==> src/rtl/perf_counter_bank.sv <==
// perf_counter_bank
//
// Memory-mapped bank of event counters. Each channel counts single-cycle pulses
// on its event_inc bit; software reads or writes the counts over a word-addressed
// bus that always answers one cycle after the request.
//
// Address map (byte offsets, address[1:0] ignored):
//   0x00 + 4*i : counter i (i < NUM_CNT), zero-extended to 32 bits
//   0xF8       : sticky overflow flags, write-1-to-clear
//   0xFC       : control {29'b0, clr_on_read, clear_all (write-only), freeze}
//   other      : reads return 0, writes are dropped
//
// Ports:
//   clk        rising-edge clock
//   rst_n      asynchronous active-low reset
//   event_inc  per-channel increment pulses
//   read       bus read request
//   write      bus write request (wins over read when both are high)
//   address    byte address
//   wdata      write data
//   rdata      read data, valid while resp is high, otherwise 0
//   resp       one-cycle acknowledge for each accepted request
module perf_counter_bank #(
  parameter int unsigned NUM_CNT   = 12,
  parameter int unsigned CNT_WIDTH = 32,
  parameter bit          SATURATE  = 1'b0
) (
  input  logic               clk,
  input  logic               rst_n,
  input  logic [NUM_CNT-1:0] event_inc,
  input  logic               read,
  input  logic               write,
  input  logic [7:0]         address,
  input  logic [31:0]        wdata,
  output logic [31:0]        rdata,
  output logic               resp
);

  typedef logic [CNT_WIDTH-1:0] cnt_t;

  localparam cnt_t       CntMax  = {CNT_WIDTH{1'b1}};
  localparam cnt_t       CntOne  = cnt_t'(1);
  localparam logic [5:0] OvfIdx  = 6'd62;
  localparam logic [5:0] CtrlIdx = 6'd63;

  // ---------------------------------------------------------------------------
  // State
  // ---------------------------------------------------------------------------
  cnt_t               cnt_q [NUM_CNT];
  cnt_t               cnt_d [NUM_CNT];
  logic [NUM_CNT-1:0] ovf_q, ovf_d;
  logic               freeze_q, freeze_d;
  logic               clr_on_read_q, clr_on_read_d;
  logic [31:0]        rdata_q, rdata_d;
  logic               resp_q, resp_d;

  // ---------------------------------------------------------------------------
  // Address decode
  // ---------------------------------------------------------------------------
  logic [5:0]         word_idx;
  logic               unused_addr_lsb;
  logic               wr_en;
  logic               rd_en;
  logic               ovf_sel;
  logic               ctrl_sel;
  logic [NUM_CNT-1:0] cnt_hit;

  assign word_idx        = address[7:2];
  assign unused_addr_lsb = ^address[1:0];

  // A simultaneous read is swallowed by the write: no data, no clear-on-read.
  assign wr_en    = write;
  assign rd_en    = read & ~write;
  assign ovf_sel  = (word_idx == OvfIdx);
  assign ctrl_sel = (word_idx == CtrlIdx);

  always_comb begin
    cnt_hit = '0;
    for (int i = 0; i < NUM_CNT; i++) begin
      cnt_hit[i] = (word_idx == 6'(i));
    end
  end

  // ---------------------------------------------------------------------------
  // Per-channel qualifiers
  // ---------------------------------------------------------------------------
  logic               clear_all;
  logic [NUM_CNT-1:0] inc_vec;
  logic [NUM_CNT-1:0] cor_vec;
  logic [NUM_CNT-1:0] cnt_wr_vec;
  logic [NUM_CNT-1:0] ovf_w1c;
  logic [NUM_CNT-1:0] ovf_set;

  assign clear_all  = wr_en & ctrl_sel & wdata[1];
  assign inc_vec    = event_inc & {NUM_CNT{~freeze_q}};
  assign cor_vec    = cnt_hit & {NUM_CNT{rd_en & clr_on_read_q}};
  assign cnt_wr_vec = cnt_hit & {NUM_CNT{wr_en}};
  assign ovf_w1c    = (wr_en & ovf_sel) ? wdata[NUM_CNT-1:0] : '0;

  // ---------------------------------------------------------------------------
  // Counter next state
  // Priority: clear_all > bus write (event dropped) > clear-on-read (event
  // survives as a count of 1) > plain increment.
  // ---------------------------------------------------------------------------
  always_comb begin
    ovf_set = '0;
    for (int i = 0; i < NUM_CNT; i++) begin
      cnt_d[i] = cnt_q[i];
      if (clear_all) begin
        cnt_d[i] = '0;
      end else if (cnt_wr_vec[i]) begin
        cnt_d[i] = wdata[CNT_WIDTH-1:0];
      end else if (cor_vec[i]) begin
        cnt_d[i] = inc_vec[i] ? CntOne : '0;
      end else if (inc_vec[i]) begin
        if (cnt_q[i] == CntMax) begin
          ovf_set[i] = 1'b1;
          cnt_d[i]   = SATURATE ? CntMax : '0;
        end else begin
          cnt_d[i] = cnt_q[i] + CntOne;
        end
      end
    end
  end

  // ---------------------------------------------------------------------------
  // Overflow flags and control register
  // ---------------------------------------------------------------------------
  always_comb begin
    // A new overflow beats a same-cycle write-1-to-clear.
    ovf_d = clear_all ? '0 : ((ovf_q & ~ovf_w1c) | ovf_set);

    freeze_d      = freeze_q;
    clr_on_read_d = clr_on_read_q;
    if (wr_en && ctrl_sel) begin
      freeze_d      = wdata[0];
      clr_on_read_d = wdata[2];
    end
  end

  // ---------------------------------------------------------------------------
  // Bus response: sampled from pre-update state, presented the next cycle.
  // ---------------------------------------------------------------------------
  always_comb begin
    rdata_d = '0;
    resp_d  = read | write;
    if (rd_en) begin
      if (ctrl_sel) begin
        rdata_d = {29'b0, clr_on_read_q, 1'b0, freeze_q};
      end else if (ovf_sel) begin
        rdata_d = 32'(ovf_q);
      end else begin
        for (int i = 0; i < NUM_CNT; i++) begin
          if (cnt_hit[i]) begin
            rdata_d = 32'(cnt_q[i]);
          end
        end
      end
    end
  end

  // ---------------------------------------------------------------------------
  // Registers
  // ---------------------------------------------------------------------------
  always_ff @(posedge clk or negedge rst_n) begin
    if (!rst_n) begin
      cnt_q         <= '{default: '0};
      ovf_q         <= '0;
      freeze_q      <= 1'b0;
      clr_on_read_q <= 1'b0;
      rdata_q       <= '0;
      resp_q        <= 1'b0;
    end else begin
      cnt_q         <= cnt_d;
      ovf_q         <= ovf_d;
      freeze_q      <= freeze_d;
      clr_on_read_q <= clr_on_read_d;
      rdata_q       <= rdata_d;
      resp_q        <= resp_d;
    end
  end

  assign rdata = rdata_q;
  assign resp  = resp_q;

endmodule
==> config.mk <==
export PLATFORM = sky130hd
export DESIGN_NAME = perf_counter_bank
export DESIGN_NICKNAME = d
export VERILOG_FILES = /design/src/rtl/perf_counter_bank.sv
export SDC_FILE = /design/constraint.sdc
export NUM_CORES = 2
export LEC_CHECK = 0
export CORE_MARGIN = 2
export CORE_UTILIZATION = 35
export DETAILED_ROUTE_END_ITERATION = 10
export MAX_ROUTING_LAYER = met4
export SLEW_MARGIN = 30
export SYNTH_ARGS = -nofsm -noshare
export SYNTH_HDL_FRONTEND = slang
export SYNTH_SLANG_ARGS = --single-unit
==> constraint.sdc <==
create_clock -name clk -period 4.03 [get_ports clk]
set_input_delay 1.0075 -clock clk [delete_from_list [all_inputs] [get_ports clk]]
set_output_delay 1.0075 -clock clk [all_outputs]
set_load 0.01 [all_outputs]
* Yosys cells after proc, flatten, opt, wreduce, memory -nomap -nowiden *
Cells that the tools add are included.
Widths: inputs -> output; s select.

storage, ports and cells
  logic and storage cells = 231
  register bits after elaboration = 431

operators by class
  add/subtract/negate cells = 12
  reductions and logical operators = 14
  bitwise gates (word level) = 14
  mux-type cells = 149
  equal/unequal tests = 25

operators by type and width
  cell                   number
  $mux 32                75
  $add 32x1->32 const B  12
  $eq 32x32->1 const B   12
  $mux 1                 72
  $and 12x12->12         4
  $reduce_bool 4->1      12
  $eq 6x3->1 const B     4
  $eq 6x4->1 const B     4
  $mux 12                2
  $eq 6x2->1 const B     2
  $eq 6x6->1 const B     2
  $not 12->12            1
  $or 12x12->12          1
  $eq 6x1->1 const B     1
  $logic_not 6->1        1
  $and 1x1->1            5
  $not 1->1              2
  $logic_and 1x1->1      1
  $or 1x1->1             1

* Depth between registers and ports, before layout *
  depth after elaboration = 16
  mapped depth = 10
  depth with buffers taken out = 7

* Worst setup path after synthesis *
No wires, ideal clock.

  path kind = input to register
  start = input address[3]
  end = register cnt_q[246] (netlist bit)
  data arrival time = 2807 ps
  setup slack = 1089 ps
  data required time = 3895 ps
  cell stages on the path = 9
  buffers on the path = 6
  cells stage by stage = buf_2 > nand2_1 > buf_2 > nor3_1 > buf_2 > buf_2 > clkbuf_1 > clkbuf_1 > o22ai_1

between the ends
  cells in the longest elaborated chain, start to end = 5
  elaborated cells on any way between the ends = 10

ends and longest elaborated chain
  element                 RTL line  RTL
  start: declaration      33        input logic [7:0] address,
  $eq 6x3->1              80        cnt_hit[i] = (word_idx == 6'(i));
  $and 12x12->12          96        assign cor_vec = cnt_hit & {NUM_CNT{rd_en & clr_on_read_q}};
  $mux 32                 113       end else if (cor_vec[i]) begin
  $mux 32                 111       end else if (cnt_wr_vec[i]) begin
  $mux 32                 109       if (clear_all) begin
  end signal: assignment  174       cnt_q <= cnt_d;
  end: declaration        49        cnt_t cnt_q [NUM_CNT];

Parallel ways exist; a longest one is shown, timed or not.
A chain may end at the register's enable or synchronous reset.

* Worst setup path in the final report *
  start = input address[7]
  end = register rdata_q[8], in the netlist rdata[8]

between the ends
  cells in the longest elaborated chain, start to end = 16
  elaborated cells on any way between the ends = 29

ends and longest elaborated chain
  element                 RTL line  RTL
  $logic_not 6->1         80
  $mux 32 (12 in a row)   154       if (cnt_hit[i]) begin
  $mux 32                 150       end else if (ovf_sel) begin
  $mux 32 (*)             148       if (ctrl_sel) begin
  $mux 32 (*)             147       if (rd_en) begin
  named net rdata_d[8]    54        logic [31:0] rdata_q, rdata_d;
  end signal: assignment  178       rdata_q <= rdata_d;
  end: declaration        54

The timed path passes the listed nets; every way through them passes the cells marked *.

==> metrics.sh <==
STATUS='complete, but fails checks'
FAILING_CHECKS='DRC'
YOSYSUNIQUECELLTYPES=99
FLOORPLAN.INITIALDENSITY_PCT=35.46
DETAILROUTE.VIA_COUNT=34870
FP.COREAREA_MM2=0.08702
WORST_SETUP_PATH_END_KIND='register'
AREA_DELTA_SYNTH_FINAL_PCT=17.81
SYNTH_FP_NETS=3876
CORE.ROWCOUNT=108
SYNTH_ENABLE_FLOP_CELLS=0
SLEW-LIMIT-HEADROOM_PCT=28.21
CLOCK_SKEW_NS=0.01089
CTS.HOLD.BUFFERS_ADDED=0
POST_ROUTE_CELLS_DRIVE_ABOVE_1_SHARE_PCT=13.43
M1WIRELENGTH_UM=66300
TNS_NS=0
ROUTEDWLPERCELL_UM=31.49
POWER_FRAC_SEQ_PCT=43.6
CLOCK_TREE.BUFFER_DEPTH=3
SYNTH_COMMONEST_CELLS='431 x sky130_fd_sc_hd__dfrtp_1, 430 x sky130_fd_sc_hd__nand2_1, 305 x sky130_fd_sc_hd__o21ai_0, 247 x sky130_fd_sc_hd__nand3_1, 241 x sky130_fd_sc_hd__nor2_1'
DRTITER0DRC=5188
YOSYSSEQAREASHARE_PCT=34.96
IO_BUFFER_COUNT=86
FINAL-SEQ-AREA_MM2=0.01079
GRT_PASS1_VIAS=31830
FINALSETUPVIOLATIONS=0
SYNTH_AREA_LEADER_CELL='sky130_fd_sc_hd__dfrtp_1'
VDD.IR_DROP.WORST_uV=392.3
CPPEAKSTAGEDELAY_NS=0.94
YOSYS.CELL_COUNT.TOP_TYPE='sky130_fd_sc_hd__dfrtp_1'
POST_SYNTHESIS_CELL_COUNT=3808
MULTI_INPUT_AREA_MM2=0.01868
CTSRESIZECOUNT=0
REPORT.FINAL.SLEW_VIOL_COUNT=0
ROUTED-WL-MET2_UM=66550
TIMING.FINAL.WS_SETUP_NS=0.6278
SYNTH_AREA_MM2=0.03085
PLACE_CONGESTION=1.043
FIN_CRIT_NS=3.402
MIN_PATH_TYPE='in2async'
CTS.HTREE.LEVELS=2
REMAINING_ROUTING_DRC_VIOLATIONS=1
CRITPATHREQUIREDTIME_NS=4.60
SHARE_CLK_OF_TOTAL_POWER_PCT=32.6
WORST_SETUP_SLACK_POST_DPL_NS=0.08987
FMAX_MHz=293.9
TOTALWIRELENGTH_UM=161900
SHARE_COMB_OF_TOTAL_POWER_PCT=23.8
NUMBER_OF_FILLERS_IN_THE_FINAL_LAYOUT=8861
CRITICAL_PATH.STARTPOINT_TYPE='primary input'
CHIPHEIGHT_UM=300.9
YOSYS_MOST_USED_DFF='sky130_fd_sc_hd__dfrtp_1'
HOLD_VIOL_FINAL=0
DIE_WIDTH_UM=300.9
SWITCHINGPOWER_mW=6.382
NUMBER_OF_BUFFERS_ADDED_BY_THE_CLOCK_TREE_SYNTHESIS_STEP=55
SUM_OF_MET3_WIRE_SEGMENT_LENGTHS_AFTER_DETAILED_ROUTING_UM=20290
INTERNAL_POWER_mW=9.855
WORSTSKEWPAIRLATENCY_NS=0.64
DIEAREA_MM2=0.09055
GRT_REMAINING_OVERFLOW=0
FIN_AREA_MM2=0.03635
ASYNC_S_R_FF_SHARE_SYNTH_PCT=100.0
DRV.MAX_CAP_VIOLATION_COUNT=0
NETS_FINAL=3999
TOP_LEVEL_PORTS=89
TOTAL_LEAKAGE_POWER_nW=13.85
DRT-VIAS-PER-INSTANCE=6.781
ANTENNA_VIOLATING_NETS_POST_ROUTE=0
ARRIVAL_TIME_AT_THE_WORST_ENDPOINT_NS=3.97
PLACEDINSTANCEAREA_MM2=0.03442
ANTENNA_VIOLATIONS_BEFORE_REPAIR=11
PATH_CLK_SLEW_NS=0.06
PWR_DENSITY_CELL_mW_PER_MM2=446.7
WORSTPATHCELLLIST='clkdlybuf4s50_1, or4b_2, nor2_2, a221oi_1, o211ai_1, o21ai_0, a211oi_1, buf_4'
GRT_SETUP_UNREPAIRED='false'
PLACE.DETAILED.HPWL_UM=116900
POST-LAYOUT-TOTAL-POWER_mW=16.24
CRITICAL_PATH.MAX_FANOUT=11
NETLIST.AREA_LEADER.SHARE_PCT=34.96
WORSTSETUPPATHTYPE='in2reg'
NUMBER_OF_WARNINGS_PRINTED_DURING_YOSYS_SYNTHESIS=0
POSTSYNTHAREAPERCELL_UM2=8.103
ROUTE.TOP_LAYER_USED='met4'
CLOCKROOTBUFFER='sky130_fd_sc_hd__clkbuf_16'
SWSHARE_PCT=39.31
GRT_FIRST_PASS_WIRELENGTH_UM=232500
DRT_FIRST_PASS_ITERS=11
CLKSINKCOUNT=431
CRITICAL-PATH-SLOWEST-CELL='sky130_fd_sc_hd__or4b_2'
POSTSYNTHREGISTERBITS=431
FINALCRITPERIODSHARE_PCT=84.42
YS_TOP_CELLS_BY_AREA='sky130_fd_sc_hd__dfrtp_1 35%, sky130_fd_sc_hd__nand2_1 5.2%, sky130_fd_sc_hd__o21ai_0 4.9%, sky130_fd_sc_hd__nand3_1 4.0%, sky130_fd_sc_hd__a21oi_1 3.8%'
GRT_USE_TOTAL_PCT=35.96
MAXIMUM_NUMBER_OF_PINS_ON_ONE_NET_BEFORE_GLOBAL_ROUTE_REPAIR=79
WORST_SLEW_PIN_SLEW_NS=1.073
CTS_POST_SETUP_BUFFERS_INSERTED=0
CTS_TREE='built'
==> critical path: cells and delay by family <==
kind	cells	cell delay [ns]
buffers and inverters	2	0.76
AO/OA/AOI/OAI	4	0.93
AND/OR/NAND/NOR	2	1.27
==> registers in the layout, summed over array words and instances (netlist names) <==
register       flops
cnt_q            384
rdata             32
ovf_q             12
clr_on_read_q      1
resp               1
freeze_q           1
==> worst paths after layout <==
kind                       slack (ns)  depth (start not counted)          to       start
max reg2reg                      0.91                          7  cnt_q[298]  cnt_q[288]
max                              0.63                          8    rdata[8]  address[7]
min reg2reg                      0.52                          1  cnt_q[361]  cnt_q[361]
min                              0.40                          1  cnt_q[149]       rst_n
min in group clk                 0.52                          1  cnt_q[361]  cnt_q[361]
max in group asynchronous        2.64                          2  cnt_q[315]       rst_n
==> cells in the final DEF (no fill, tap or decap), types with 55 or more instances in the layout <==
master / n
sky130_fd_sc_hd__nand4_1: 107
sky130_fd_sc_hd__nand2_1: 430
sky130_fd_sc_hd__clkdlybuf4s50_1: 67
sky130_fd_sc_hd__a21oi_1: 236
sky130_fd_sc_hd__inv_1: 64
sky130_fd_sc_hd__nor3_1: 116
sky130_fd_sc_hd__clkbuf_16: 55
sky130_fd_sc_hd__buf_4: 263
sky130_fd_sc_hd__nand3_1: 247
sky130_fd_sc_hd__dfrtp_1: 430
sky130_fd_sc_hd__a22oi_1: 145
sky130_fd_sc_hd__nor4_1: 74
sky130_fd_sc_hd__nor2_1: 241
sky130_fd_sc_hd__and3_1: 90
sky130_fd_sc_hd__a31oi_1: 70
sky130_fd_sc_hd__o21ai_0: 305
==> cell families (layout without fill, tap and decap cells) <==
kind of cell | Yosys count | after routing | synth area share [%]
AND/OR/NAND/NOR | 1602 | 1602 | 26.98
AO/OA/AOI/OAI | 1213 | 1213 | 26.35
flip-flops | 431 | 431 | 34.96
buffers and inverters | 372 | 540 | 4.765
XOR/XNOR | 101 | 101 | 2.867
multiplexers | 77 | 77 | 3.593
adder cells (fa/ha/maj) | 12 | 12 | 0.4866
other | 0 | 11 | 0
==> per-stage QoR <==
| stage | util, % | hold WS, ns | std cells |
|---|---|---|---|
| 3_3_place_gp | 39.57 | 0.4927 | 5029 |
| 4_1_cts | 41.74 | 0.4247 | 5131 |
| 3_5_place_dp | 39.55 | 0.4953 | 5029 |
| 5_1_grt | 41.76 | 0.4511 | 5138 |
| 2_1_floorplan | - | 0.4720 | 3808 |
| 6_report | 41.77 | 0.3980 | 5142 |
==> layer usage <==
metal  global-route usage, %  vias up
met4                   16.05        0
met3                   9.481      382
met2                   49.43     2410
met1                   49.15    17190
met5                       -        -
li1                        -    14890
==> power groups by stage <==
stage	sequential, mW	clock [mW]	combinational (mW)
after floorplan	6.08	0	2.56
after global placement	7.00	0	3.70
after detailed placement	7.01	0	3.74
after CTS	6.94	5.34	3.76
after global routing	7.14	5.49	4.18
final	7.08	5.30	3.86
==> cell type report <==
| cell class | instances | area share [%] |
|---|---|---|
| timing repair buffer | 374 | 9.001 |
| inverter | 64 | 0.6609 |
| multi-input combinational | 3005 | 51.38 |
| tap | 1155 | 3.976 |
| clock inverter | 26 | 0.8124 |
| clock buffer | 76 | 4.416 |
| antenna | 11 | 0.07573 |
| sequential | 431 | 29.68 |
No activity file was read; power rests on OpenSTA's default activity.
